$ cat src/rtl/branch_pkg.sv
// Shared constants and types for the branch resolution slice: funct3 condition
// codes, the resolver state type and the flush counter width.
package branch_pkg;

    localparam logic [2:0] BEQ  = 3'b000;
    localparam logic [2:0] BNE  = 3'b001;
    localparam logic [2:0] BLT  = 3'b100;
    localparam logic [2:0] BGE  = 3'b101;
    localparam logic [2:0] BLTU = 3'b110;
    localparam logic [2:0] BGEU = 3'b111;

    // Wide enough for the largest legal FLUSH_CYCLES (15)
    localparam int CNT_W = 4;

    typedef enum logic [0:0] {
        RUN   = 1'b0,
        FLUSH = 1'b1
    } state_e;

    // Statistics counters stick at all-ones instead of wrapping
    function automatic logic [31:0] sat_inc(input logic [31:0] val);
        if (val == 32'hFFFF_FFFF) begin
            return val;
        end else begin
            return val + 32'd1;
        end
    endfunction

endpackage

$ cat src/rtl/branch_cond_sel.sv
// Selects the comparator flag named by funct3; the two unassigned codes
// (010, 011) are reported as illegal and never select a flag.
module branch_cond_sel
    import branch_pkg::*;
(
    input  logic [2:0] i_funct3,
    input  logic       i_eq,
    input  logic       i_ne,
    input  logic       i_lt,
    input  logic       i_ltu,
    input  logic       i_ge,
    input  logic       i_geu,
    output logic       o_cond,
    output logic       o_illegal
);

    // funct3 to flag mux
    always_comb begin
        o_cond    = 1'b0;
        o_illegal = 1'b0;
        case (i_funct3)
            BEQ:     o_cond = i_eq;
            BNE:     o_cond = i_ne;
            BLT:     o_cond = i_lt;
            BGE:     o_cond = i_ge;
            BLTU:    o_cond = i_ltu;
            BGEU:    o_cond = i_geu;
            default: o_illegal = 1'b1;
        endcase
    end

endmodule

$ cat src/rtl/branch_resolve.sv
// Resolves one control-transfer instruction per handshake into a registered
// next PC / link result, with redirect pulse and flush window.
// Optional feature macro: BRANCH_STATS_EN adds branch_count / taken_count.
module branch_resolve
    import branch_pkg::*;
#(
    parameter int dataW        = 32,
    parameter int FLUSH_CYCLES = 2
) (
    input  logic             clock,
    input  logic             reset,
    input  logic             in_valid,
    output logic             in_ready,
    input  logic [dataW-1:0] pc,
    input  logic [dataW-1:0] imm,
    input  logic [dataW-1:0] rs1,
    input  logic [2:0]       funct3,
    input  logic             is_branch,
    input  logic             is_jal,
    input  logic             is_jalr,
    input  logic             EQ,
    input  logic             NE,
    input  logic             LT,
    input  logic             LTU,
    input  logic             GE,
    input  logic             GEU,
    output logic             out_valid,
    input  logic             out_ready,
    output logic [dataW-1:0] next_pc,
    output logic [dataW-1:0] link,
    output logic             taken,
    output logic             misalign,
    output logic             illegal,
    output logic             redirect,
    output logic             flush
`ifdef BRANCH_STATS_EN
    ,
    output logic [31:0]      branch_count,
    output logic [31:0]      taken_count
`endif
);

    localparam logic [CNT_W-1:0] FLUSH_LOAD = CNT_W'(FLUSH_CYCLES);

    state_e           r_state;
    logic [CNT_W-1:0] r_cnt;
    logic             r_out_valid;
    logic [dataW-1:0] r_next_pc;
    logic [dataW-1:0] r_link;
    logic             r_taken;
    logic             r_misalign;
    logic             r_illegal;
    logic             r_redirect;

    logic             w_cond;
    logic             w_code_illegal;
    logic             w_is_xfer;
    logic [dataW-1:0] w_link;
    logic [dataW-1:0] w_pc_tgt;
    logic [dataW-1:0] w_jalr_sum;
    logic [dataW-1:0] w_target;
    logic             w_illegal;
    logic             w_want_taken;
    logic             w_misalign;
    logic             w_taken;
    logic [dataW-1:0] w_next_pc;
    logic             w_in_ready;
    logic             w_accept;

    branch_cond_sel u_cond_sel (
        .i_funct3  (funct3),
        .i_eq      (EQ),
        .i_ne      (NE),
        .i_lt      (LT),
        .i_ltu     (LTU),
        .i_ge      (GE),
        .i_geu     (GEU),
        .o_cond    (w_cond),
        .o_illegal (w_code_illegal)
    );

    assign w_is_xfer    = is_branch | is_jal | is_jalr;
    assign w_link       = pc + {{(dataW-3){1'b0}}, 3'b100};
    assign w_pc_tgt     = pc + imm;
    assign w_jalr_sum   = rs1 + imm;
    assign w_target     = is_jalr ? (w_jalr_sum & {{(dataW-1){1'b1}}, 1'b0}) : w_pc_tgt;
    assign w_illegal    = is_branch & w_code_illegal;
    assign w_want_taken = is_jal | is_jalr | (is_branch & w_cond);
    // A misaligned target is reported but suppresses the transfer entirely
    assign w_misalign   = w_want_taken & w_target[1];
    assign w_taken      = w_want_taken & ~w_target[1];
    assign w_next_pc    = w_taken ? w_target : w_link;

    assign w_in_ready = reset & (r_state == RUN) & (~r_out_valid | out_ready);
    assign w_accept   = in_valid & w_in_ready;

    assign in_ready  = w_in_ready;
    assign out_valid = r_out_valid;
    assign next_pc   = r_next_pc;
    assign link      = r_link;
    assign taken     = r_taken;
    assign misalign  = r_misalign;
    assign illegal   = r_illegal;
    assign redirect  = r_redirect;
    assign flush     = (r_state == FLUSH);

    // Flush window sequencer
    always_ff @(posedge clock or negedge reset) begin
        if (!reset) begin
            r_state <= RUN;
            r_cnt   <= {CNT_W{1'b0}};
        end else begin
            case (r_state)
                RUN: begin
                    if (w_accept && w_taken) begin
                        r_state <= FLUSH;
                        r_cnt   <= FLUSH_LOAD;
                    end
                end
                FLUSH: begin
                    if (r_cnt <= {{(CNT_W-1){1'b0}}, 1'b1}) begin
                        r_state <= RUN;
                        r_cnt   <= {CNT_W{1'b0}};
                    end else begin
                        r_cnt <= r_cnt - {{(CNT_W-1){1'b0}}, 1'b1};
                    end
                end
                default: begin
                    r_state <= RUN;
                    r_cnt   <= {CNT_W{1'b0}};
                end
            endcase
        end
    end

    // Result register; redirect pulses regardless of downstream backpressure
    always_ff @(posedge clock or negedge reset) begin
        if (!reset) begin
            r_out_valid <= 1'b0;
            r_next_pc   <= {dataW{1'b0}};
            r_link      <= {dataW{1'b0}};
            r_taken     <= 1'b0;
            r_misalign  <= 1'b0;
            r_illegal   <= 1'b0;
            r_redirect  <= 1'b0;
        end else begin
            r_redirect <= w_accept & w_taken;
            if (w_accept) begin
                r_out_valid <= 1'b1;
                r_next_pc   <= w_next_pc;
                r_link      <= w_link;
                r_taken     <= w_taken;
                r_misalign  <= w_misalign;
                r_illegal   <= w_illegal;
            end else if (out_ready) begin
                r_out_valid <= 1'b0;
            end
        end
    end

`ifdef BRANCH_STATS_EN
    logic [31:0] r_branch_count;
    logic [31:0] r_taken_count;

    assign branch_count = r_branch_count;
    assign taken_count  = r_taken_count;

    // Saturating transfer and redirect counters
    always_ff @(posedge clock or negedge reset) begin
        if (!reset) begin
            r_branch_count <= 32'd0;
            r_taken_count  <= 32'd0;
        end else begin
            if (w_accept && w_is_xfer) begin
                r_branch_count <= sat_inc(r_branch_count);
            end
            if (w_accept && w_taken) begin
                r_taken_count <= sat_inc(r_taken_count);
            end
        end
    end
`else
    logic w_unused_xfer;
    assign w_unused_xfer = w_is_xfer;
`endif

endmodule

$ cat config.mk
export PLATFORM = sky130hd
export DESIGN_NAME = branch_resolve
export DESIGN_NICKNAME = d
export VERILOG_FILES = /design/src/rtl/branch_pkg.sv /design/src/rtl/branch_cond_sel.sv /design/src/rtl/branch_resolve.sv
export SDC_FILE = /design/constraint.sdc
export NUM_CORES = 1
export LEC_CHECK = 0
export CAP_MARGIN = 5
export CORE_UTILIZATION = 47
export CTS_BUF_LIST = sky130_fd_sc_hd__clkbuf_8
export DETAILED_ROUTE_END_ITERATION = 12
export HOLD_SLACK_MARGIN = 0.15
export PLACE_DENSITY = 0.87
export SETUP_SLACK_MARGIN = 0.5
export SLEW_MARGIN = 20
export SYNTH_ARGS = -nofsm -noshare
export SYNTH_HDL_FRONTEND = slang
export SYNTH_SLANG_ARGS = --single-unit
$ cat constraint.sdc
create_clock -name clock -period 1.6 [get_ports clock]
set_input_delay 0.24 -clock clock [delete_from_list [all_inputs] [get_ports clock]]
set_output_delay 0.24 -clock clock [all_outputs]
set_load 0.01 [all_outputs]
==> reports/metrics.csv, run 1 <==
metric;value;unit
max-clock-path-buffers;2;
error_line;[ERROR GRT-0116] Global routing finished with congestion. Check the congestion regions in the DRC Viewer.;
ys_top_cells_by_count;nand2_1 (141), a21oi_1 (91), dfrtp_1 (74);
die_h;127;um
portBuffers;182;
synth-edff-count;0;
ctsHoldBuffers;0;
dieWidth;127;um
yosysSeqAreaShare;25.2;%
grt_pass1_vias;15100;
synth_area_per_cell;7.84;sq um
grt_overflow;112;
syn-num-nets;1116;
pre_cts_ws;-1.80;ns
grt_usage;79.9;%
row_count;45;
status;did not finish;
pin_count;183;
async_flop_share;100;%
htree_levels;3;
synth_top_cell_area_share;25.2;%
ys_top_cells_by_area;dfrtp_1 (25%), ha_1 (11%), nand2_1 (7.2%);
clock_sinks;74;
syn-instance-count;938;
cts-buffers-inserted;9;
place.gp.congestion;1.03;
ys_warn_count;0;
ys_seq_elements;74;
synth_top_area_cell;dfrtp_1;
yosys.cell_count.top_type;nand2_1;
ys.flop_type;dfrtp_1;
root_buffer;clkbuf_8;
syn_area;0.00735;sq mm
hpwl;24.1;mm
grt_max_degree;75;
grt_pass1_wl;97.8;mm
lastStage;global routing (5_1_grt);
start_util;48.2;%
yosysUniqueCellTypes;79;
layer usage:
metal | overflow | global-route usage [%]
met5 | 0 | 20.1
met3 | 0 | 62.2
met1 | 2 | 79.5
met4 | 58 | 85.9
met2 | 52 | 97.5
kinds of logic after synthesis:
logic type	synth area share (%)
multiplexers	1.58
adder cells (fa/ha/maj)	11.4
XOR/XNOR	8.69
AO/OA/AOI/OAI	28.0
buffers and inverters	3.81
flip-flops	25.2
AND/OR/NAND/NOR	21.4
per-stage QoR:
step	instances	cell area [sq um]	hold slack [ns]	utilization, %
CTS	1739	14800	0.151	97.0
detailed placement	1568	11900	0.467	78.0
global placement	1568	11900	0.455	78.0
floorplan	938	8040	-0.0556	-
repair_timing:
action	in CTS
setup buffers	141
cloned	14
pin swaps	204
setup endpoints to repair	145
gates resized for setup	899
==> inputs of run 2 (changes only) <==
Settings changed: CORE_UTILIZATION 47 to 35, CTS_BUF_LIST sky130_fd_sc_hd__clkbuf_8 to not set, HOLD_SLACK_MARGIN 0.15 to not set, PLACE_DENSITY 0.87 to not set, PLACE_DENSITY_LB_ADDON set to 0.15, SETUP_SLACK_MARGIN 0.5 to not set.
Clock period 1.6 ns to 2.1 ns, I/O delays scaled along.
==> run 2 against run 1 <==
The flow now finishes, with violations (setup timing); synthesized area unchanged; synthesized cell count is the same.
==> reports/metrics.csv, run 2 <==
metric;value;unit;change
status;finished, violations left;;
violations;setup timing;;
row_count;52;;+16%
timing.fmax;396;MHz;
tritoncts;built;;
start_util;36.0;%;-12 points
ir_drop;448;uV;
clkLatencyLatePin;0.34;ns;
dieWidth;147;um;+16%
r2r_slack;0.32;ns;
pin_count;183;;unchanged
hold_viol;0;;
critPathSlowestCell;a221o_1;;
ys_top_cells_by_area;dfrtp_1 (25%), ha_1 (11%), nand2_1 (7.2%);;
cp.required;2.31;ns;
grt_overflow;0;;
clock_sinks;74;;unchanged
portBuffers;182;;unchanged
antenna_found_initial;1;;
ys_seq_elements;74;;unchanged
syn_to_final_growth;88.3;%;
setup_viol;23;;
fin_crit_sh;120;%;
fin_nets;1602;;
hold-worst-slack;0.0807;ns;
maxCapViolCount;0;;
synth_top_area_cell;dfrtp_1;;
holdCritPathClass;input port to async pin;;
ys_top_cells_by_count;nand2_1 (141), a21oi_1 (91), dfrtp_1 (74);;
place.gp.congestion;0.924;;-10%
pre_cts_ws;-1.30;ns;+0.501 ns
grt_pass1_wl;46.6;mm;
route.final.wire_length;29.6;mm;
ys_warn_count;0;;unchanged
grt_pass1_vias;8602;;
hpwl;22.9;mm;-5.3%
multiInputGateArea;0.00669;sq mm;
antenna_left;0;;
r2r_start;out_valid$_DFFE_PN0P_;;
power_density;711;mW/mm^2;
drc_errors;0;;
synth_area_per_cell;7.84;sq um;unchanged
syn-num-nets;1116;;unchanged
async_flop_share;100;%;unchanged
ys.flop_type;dfrtp_1;;
yosysSeqAreaShare;25.2;%;unchanged
final_max_slew_viol_count;0;;
crit_start;pc[9];;
dr.pass1.iters;5;;
drive_gt1_share;43.3;%;
critical_path_class;input port to flip-flop;;
final.setup_skew;0.00543;ns;
grt_max_degree;46;;
cp-start-kind;input port;;
die_area;0.0216;sq mm;
htree_levels;3;;unchanged
coreArea;0.0204;sq mm;
final_area;0.0138;sq mm;
path_clk_slew;0.06;ns;
critPathArrivalTime;2.73;ns;
grt_usage;27.4;%;
cts-buffers-inserted;9;;unchanged
most-common-layout-cells;buf_4 (285), nand2_1 (132), clkdlybuf4s50_1 (99);;
power;9.84;mW;
drt_iter0_drc;525;;
maxSlewHeadroom;62.2;%;
slowest_delay;0.31;ns;
seqCellArea;0.00185;sq mm;
synth-edff-count;0;;unchanged
leakage;6.14;nW;
path_cells;clkdlybuf4s15_2 > ha_4 > buf_4 > a21oi_2 > o22ai_2 > nor3_2 > a21oi_2 > buf_4 > or2_4 > a221o_1 > a21oi_2 > xor2_1 > a31oi_1;;
wl_per_cell;17.4;um;
final_common_cell;buf_4;;
yosys.cell_count.top_type;nand2_1;;
synth_top_cell_area_share;25.2;%;unchanged
routed_via_density;5.32;;
period_minus_slack;2.53;ns;
cp-end-kind;flip-flop;;
place_inst;1642;;+4.7%
place_area;0.0118;sq mm;-0.60%
rsz0062_at_grt;true;;
path_max_fanout;4;;
utilization;67.8;%;
worst-slew-pin-transition;0.567;ns;
die_h;147;um;+16%
setup_slack;-0.426;ns;
max-clock-path-buffers;2;;unchanged
syn-instance-count;938;;unchanged
crit_top_cell;a21oi_2;;
vias;9031;;
tns;-5.56;ns;
root_buffer;clkbuf_16;;
fin_cells;1699;;
syn_area;0.00735;sq mm;unchanged
n_fill_cell;1671;;
yosysUniqueCellTypes;79;;unchanged
[run 2: cell counts after synthesis]
Identical to the previous run, type by type.
[run 2: worst max-delay path: cells and delay by family]
kind                     cells  cell delay (ns)
XOR/XNOR                     1             0.18
buffers and inverters        3             0.51
AO/OA/AOI/OAI                6             0.97
AND/OR/NAND/NOR              2             0.49
adder cells (fa/ha/maj)      1             0.26
[run 2: cell type report]
cell class / instances / area share, %
flip-flops and latches: 74 / 13.4
inverters: 16 / 0.470
repair buffers: 521 / 33.1
multi-input cells: 802 / 48.3
diodes: 1 / 0.0181
well taps: 270 / 2.44
clock buffers: 11 / 1.68
clock inverters: 4 / 0.560
[run 2: cell families after synthesis]
logic type                 count (synthesis)  share of synthesized area (%)
and+or+nand+nor                          335                           21.4
muxes                                     10                           1.58
buffers and inverters                     63                           3.81
adders and majority gates                 66                           11.4
xor gates and xnor gates                  73                           8.69
AOI/OAI and AO/OA                        317                           28.0
DFF                                       74                           25.2
[run 2: path summary, 6_finish.rpt]
path | end | depth (start not counted)
min | next_pc[1]$_DFFE_PN0P_ | 2
max | next_pc[16]$_DFFE_PN0P_ | 13
max reg2reg | next_pc[28]$_DFFE_PN0P_ | 6
min reg2reg | link[3]$_DFFE_PN0P_ | 2
min in group clock | link[0]$_DFFE_PN0P_ | 4
max in group asynchronous | misalign$_DFFE_PN0P_ | 3
[run 2: power by group]
group	internal (mW)	switching, mW	total (mW)
combinational	3.11	2.57	5.69
clock	1.04	0.587	1.63
sequential	2.08	0.447	2.53
[run 2: what timing repair did]
item | in CTS | in global routing
cloned | 4 | 0
setup buffers | 43 | 9
resized for setup | 467 | 55
setup endpoints to repair | 50 | 35
hold buffers | 0 | 0
pin swaps | 175 | 74
[run 2: routing by layer]
layer  track usage (%)  wire length (um)  vias to the layer above
met3              2.27              1580                       35
li1                  -                 -                     4417
met1              39.8             14000                     4292
met2              43.6             13400                      287
met5                 0                 0                        -
met4              6.86               555                        0
(Power assumes the default switching activity.)
==> inputs of run 3 (changes only) <==
==> constraint.sdc (replaced) <==
create_clock -name clock -period 2.1 [get_ports clock]
set_input_delay 0.315 -clock clock [delete_from_list [all_inputs] [get_ports clock]]
set_output_delay 0.315 -clock clock [all_outputs]
set_load 0.05 [all_outputs]
==> run 3 against run 2 <==
The flow still finishes with violations (setup timing); first-iteration DRC count fell by 0.38%; cell count decreased by 0.12%; non-clock buffer count down 2; clock power fell by 7%; highest routed layer unchanged.
==> reports/metrics.csv, run 3 (synthesis gave the netlist of run 2 again) <==
metric;value;unit;change
period_minus_slack;2.51;ns;-0.0140 ns
cp-start-kind;input port;;
hold_viol;0;;unchanged
maxCapViolCount;0;;unchanged
cp.required;2.32;ns;about the same
root_buffer;clkbuf_16;;
slowest_delay;0.39;ns;+0.08 ns
leakage;6.10;nW;-0.70%
place.gp.congestion;0.904;;-2.2%
tritoncts;built;;
die_h;147;um;unchanged
violations;setup timing;;
crit_start;rs1[0];;
wl_per_cell;17.1;um;-1.9%
crit_top_cell;buf_4;;
antenna_found_initial;1;;unchanged
power;11.8;mW;+20%
htree_levels;3;;unchanged
most-common-layout-cells;buf_4 (313), nand2_1 (131), clkdlybuf4s50_1 (100);;
fin_cells;1697;;-0.12%
dr.pass1.iters;5;;unchanged
drive_gt1_share;44.3;%;+1.0 points
fin_nets;1599;;-0.19%
die_area;0.0216;sq mm;unchanged
power_density;854;mW/mm^2;+20%
critPathSlowestCell;fa_2;;
holdCritPathClass;input port to async pin;;
drt_iter0_drc;523;;-0.38%
ctsHoldBuffers;0;;unchanged
cts-buffers-inserted;9;;unchanged
hpwl;22.6;mm;-1.1%
routed_via_density;5.27;;-0.78%
cp-end-kind;flip-flop;;
grt_max_degree;75;;+63%
maxSlewHeadroom;36.4;%;-26 points
final_area;0.0138;sq mm;-0.35%
clock_sinks;74;;unchanged
setup_viol;22;;-4.3%
crit_buf_inv;3;;unchanged
final.setup_skew;0.00660;ns;+0.00117 ns
fin_crit_sh;120;%;-0.67 points
dieWidth;147;um;unchanged
grt_pass1_vias;8689;;+1.0%
worst-slew-pin-transition;0.955;ns;+0.388 ns
final_max_slew_viol_count;0;;unchanged
final_common_cell;buf_4;;
antenna_left;0;;unchanged
ir_drop;521;uV;+16%
place_area;0.0118;sq mm;-0.41%
timing.fmax;398;MHz;+0.56%
rsz0062_at_grt;true;;
route.final.wire_length;29.0;mm;-2.0%
drc_errors;0;;unchanged
place_inst;1630;;-0.73%
hold-worst-slack;0.241;ns;+0.160 ns
row_count;52;;unchanged
path_max_fanout;3;;-1
vias;8950;;-0.90%
n_fill_cell;1697;;+1.6%
r2r_start;out_valid$_DFFE_PN0P_;;
critical_path_class;input port to flip-flop;;
grt_pass1_wl;45.8;mm;-1.6%
pre_cts_ws;-1.23;ns;+0.0689 ns
path_delay_family;compound AO/OA/AOI/OAI gates;;
coreArea;0.0204;sq mm;unchanged
syn_to_final_growth;87.6;%;
grt_overflow;0;;unchanged
status;finished, violations left;;
path_cells;buf_6 > and2_4 > fa_2 > a21o_4 > a311oi_4 > o211ai_2 > buf_4 > nand3_4 > nand2_2 > o221ai_2 > buf_4 > mux2i_1 > nand4_1 > a22o_1;;
max-clock-path-buffers;2;;unchanged
setup_slack;-0.412;ns;+0.0140 ns
grt_usage;26.8;%;-0.59 points
portBuffers;182;;unchanged
clkLatencyLatePin;0.33;ns;about the same
critPathArrivalTime;2.74;ns;about the same
pin_count;183;;unchanged
start_util;36.0;%;unchanged
path_clk_slew;0.06;ns;about the same
## run 3: repair_timing
item                                    CTS  global route
gates cloned                              1             0
endpoints found under the hold margin     0             0
gates resized for setup                 430            79
pin swaps                               151            76
endpoints found under the setup margin   49            33
buffers inserted                         41            13
## run 3: power breakdown
group          switching, mW  internal, mW
sequential             0.459          2.08
clock                  0.570         0.947
combinational           4.57          3.16
## run 3: worst paths after layout
check	to	slack (ns)	cells after the start
setup / recovery	next_pc[30]$_DFFE_PN0P_	-0.41	14
hold / removal	link[12]$_DFFE_PN0P_	0.24	2
setup reg to reg	next_pc[15]$_DFFE_PN0P_	0.32	7
hold reg to reg	link[8]$_DFFE_PN0P_	0.47	2
max in group asynchronous	out_valid$_DFFE_PN0P_	1.18	2
min in group clock	link[0]$_DFFE_PN0P_	0.31	4
## run 3: worst reg2reg max path, cell delays in order, from the launching register on
cell and delay, ns:
dfrtp_2 0.39, nor2b_4 0.13, nor3b_4 0.19, and2_1 0.34, buf_4 0.30, nand2_1 0.11
o22ai_1 0.14, a31oi_1 0.06
## run 3: through the flow
| stage | setup TNS, ns | utilization (%) |
|---|---|---|
| 2_1_floorplan | -4.45 | - |
| 3_3_place_gp | -39.34 | 57.7 |
| 3_5_place_dp | -40.79 | 57.7 |
| 4_1_cts | -5.25 | 65.5 |
| 5_1_grt | -7.17 | 67.5 |
| 6_report | -5.23 | 67.5 |
## run 3: metal layers
metal / GRT usage (%) / up-vias / part of all wire [%]
li1: - / 4399 / -
met1: 39.1 / 4211 / 47
met2: 41.8 / 293 / 45
met3: 2.42 / 47 / 5.4
met4: 8.14 / 0 / 2.6
met5: 0 / - / 0
## run 3: final cells by class
class	count	area, sq um	share of cell area [%]
diodes	1	2.50	0.0181
clock buffers	11	243	1.76
clock inverters	5	53.8	0.390
inverters	16	67.6	0.490
multi-input cells	801	6850	49.6
flip-flops and latches	74	1850	13.4
well taps	270	338	2.45
repair buffers	519	4390	31.8
==> inputs of run 4 (changes only) <==
Settings changed: CORE_ASPECT_RATIO set to 2, PLACE_DENSITY_LB_ADDON 0.15 to not set.
==> run 4 against run 3 <==
The flow still finishes with violations (setup timing); clock skew is 0.0034 ns lower; combinational power shrank 2.6%; sequential cell count did not move; critical path type unchanged.
==> reports/metrics.csv, run 4 (synthesis gave the netlist of run 2 again) <==
metric;value;unit;change
grt-busiest-layer;met2;;
syn_to_final_growth;84.7;%;
dieWidth;105;um;-29%
pin_count;183;;unchanged
power_density;858;mW/mm^2;+0.43%
most-common-layout-cells;buf_4 (291), nand2_1 (130), clkdlybuf4s50_1 (102);;
final_max_slew_viol_count;0;;unchanged
hpwl;23.5;mm;+4.0%
max-clock-path-buffers;2;;unchanged
path_max_fanout;4;;+1
row_count;74;;+42%
coreArea;0.0206;sq mm;+0.61%
r2r_slack;0.41;ns;+0.09 ns
htree_levels;3;;unchanged
place_area;0.0118;sq mm;-0.19%
drt_iter0_drc;402;;-23%
maxSlewHeadroom;60.1;%;+24 points
holdCritPathClass;input port to async pin;;
hold-worst-slack;0.0181;ns;-0.223 ns
grt_use_met1;30.2;%;-8.8 points
drc_errors;0;;unchanged
violations;setup timing;;
n_fill_cell;1710;;+0.77%
use_met3;1.20;%;-1.2 points
antenna_left;0;;unchanged
tritoncts;built;;
power;11.7;mW;-1.1%
die_h;207;um;+41%
crit_start;rs1[0];;
cp.required;2.36;ns;+0.04 ns
r2r_start;out_valid$_DFFE_PN0P_;;
grt_usage;27.3;%;+0.48 points
grt_max_degree;49;;-35%
period_minus_slack;2.55;ns;+0.0347 ns
final.setup_skew;0.00325;ns;-0.00335 ns
critPathArrivalTime;2.81;ns;+0.07 ns
fin_cells;1686;;-0.65%
leakage;6.04;nW;-0.97%
status;finished, violations left;;
rr_endpoint;next_pc[28]$_DFFE_PN0P_;;
die_area;0.0216;sq mm;+0.16%
setup_viol;23;;+4.5%
ctsHoldBuffers;0;;unchanged
grt_pass1_wl;46.9;mm;+2.4%
portBuffers;182;;unchanged
maxCapViolCount;0;;unchanged
start_util;35.8;%;-0.22 points
hold_viol;0;;unchanged
r2r_cells;6;;-1
grt_pass1_vias;9315;;+7.2%
fin_nets;1589;;-0.63%
vias;8945;;-0.056%
drive_gt1_share;42.2;%;-2.2 points
ir_drop;807;uV;+55%
grt_use_met2;51.0;%;+9.3 points
tns;-6.06;ns;-0.833 ns
final_area;0.0136;sq mm;-1.5%
cp-endpoint;next_pc[20]$_DFFE_PN0P_;;
setup_slack;-0.446;ns;-0.0347 ns
route.final.wire_length;29.5;mm;+1.9%
clkLatencyLatePin;0.33;ns;about the same
clock_sinks;74;;unchanged
dr.pass1.iters;4;;-1
place_inst;1627;;-0.18%
critical_path_class;input port to flip-flop;;
grt_overflow;0;;unchanged
cp-end-kind;flip-flop;;
cp-start-kind;input port;;
routed_via_density;5.31;;+0.60%
fin_crit_sh;121;%;+1.7 points
cts-buffers-inserted;9;;unchanged
final_common_cell;buf_4;;
wl_per_cell;17.5;um;+2.6%
root_buffer;clkbuf_16;;
rsz0062_at_grt;true;;
utilization;66.1;%;-1.4 points
path_clk_slew;0.06;ns;about the same
worst-slew-pin-transition;0.598;ns;-0.357 ns
antenna_found_initial;4;;+3
pre_cts_ws;-1.33;ns;-0.101 ns
place.gp.congestion;0.931;;+3.0%
timing.fmax;393;MHz;-1.4%
run 4: cell types whose count changed in the layout (fill, tap and decap cells not counted), sizes merged:
cell	delta
clkdlybuf4s15	+4
dlygate4sd2	+15
diode	+3
clkinv	-1
buf	-31
clkdlybuf4s50	+2
clkbuf	+1
run 4: layer usage:
metal | part of all wire, % | wire (um)
met3 | 2.2 | 659
met2 | 54 | 15900
met5 | 0 | 0
met1 | 39 | 11500
met4 | 4.9 | 1450
run 4: how the worst min path moves through the flow:
stage                      from                   to  slack [ns]  depth (start not counted)
final                     reset  link[0]$_DFFE_PN0P_        0.02                          2
after global routing      reset  link[2]$_DFFE_PN0P_        0.05                          2
after CTS                 reset  link[0]$_DFFE_PN0P_        0.03                          2
after detailed placement  reset  link[0]$_DFFE_PN0P_        0.39                          2
after global placement    reset  link[0]$_DFFE_PN0P_        0.38                          2
after floorplan           reset      flush$_DFF_PN0_        0.02                          0
run 4: repair_timing:
action | 4_1_cts | 5_1_grt
cloned | 0 | 1
pin swaps | 140 | 100
setup endpoints to repair | 51 | 39
resized for setup | 348 | 81
setup buffers | 31 | 16
run 4: worst max-delay path, cell delays in order:
cell      delay, ns
buf_6          0.09
and2_4         0.15
fa_2           0.37
a21o_4         0.23
a311oi_4       0.28
o211ai_2       0.16
a41o_1         0.26
or2_4          0.28
a21oi_4        0.21
xnor2_1        0.19
o221ai_1       0.15
o21ai_1        0.12
run 4: area by class of cell:
type	instances	area [sq um]	area share [%]
antenna	4	10.0	0.0737
clock inverter	4	48.8	0.359
sequential	74	1850	13.6
multi-input combinational	801	6640	48.9
timing repair buffer	509	4370	32.2
clock buffer	12	267	1.96
tap	266	333	2.45
inverter	16	62.6	0.460
run 4: power by group:
group	internal (mW)	leakage [nW]	total, mW	switching (mW)
registers	2.08	0.907	2.54	0.456
clock network	1.01	0.159	1.60	0.582
logic	3.04	4.97	7.52	4.48
total	6.14	6.04	11.7	5.52
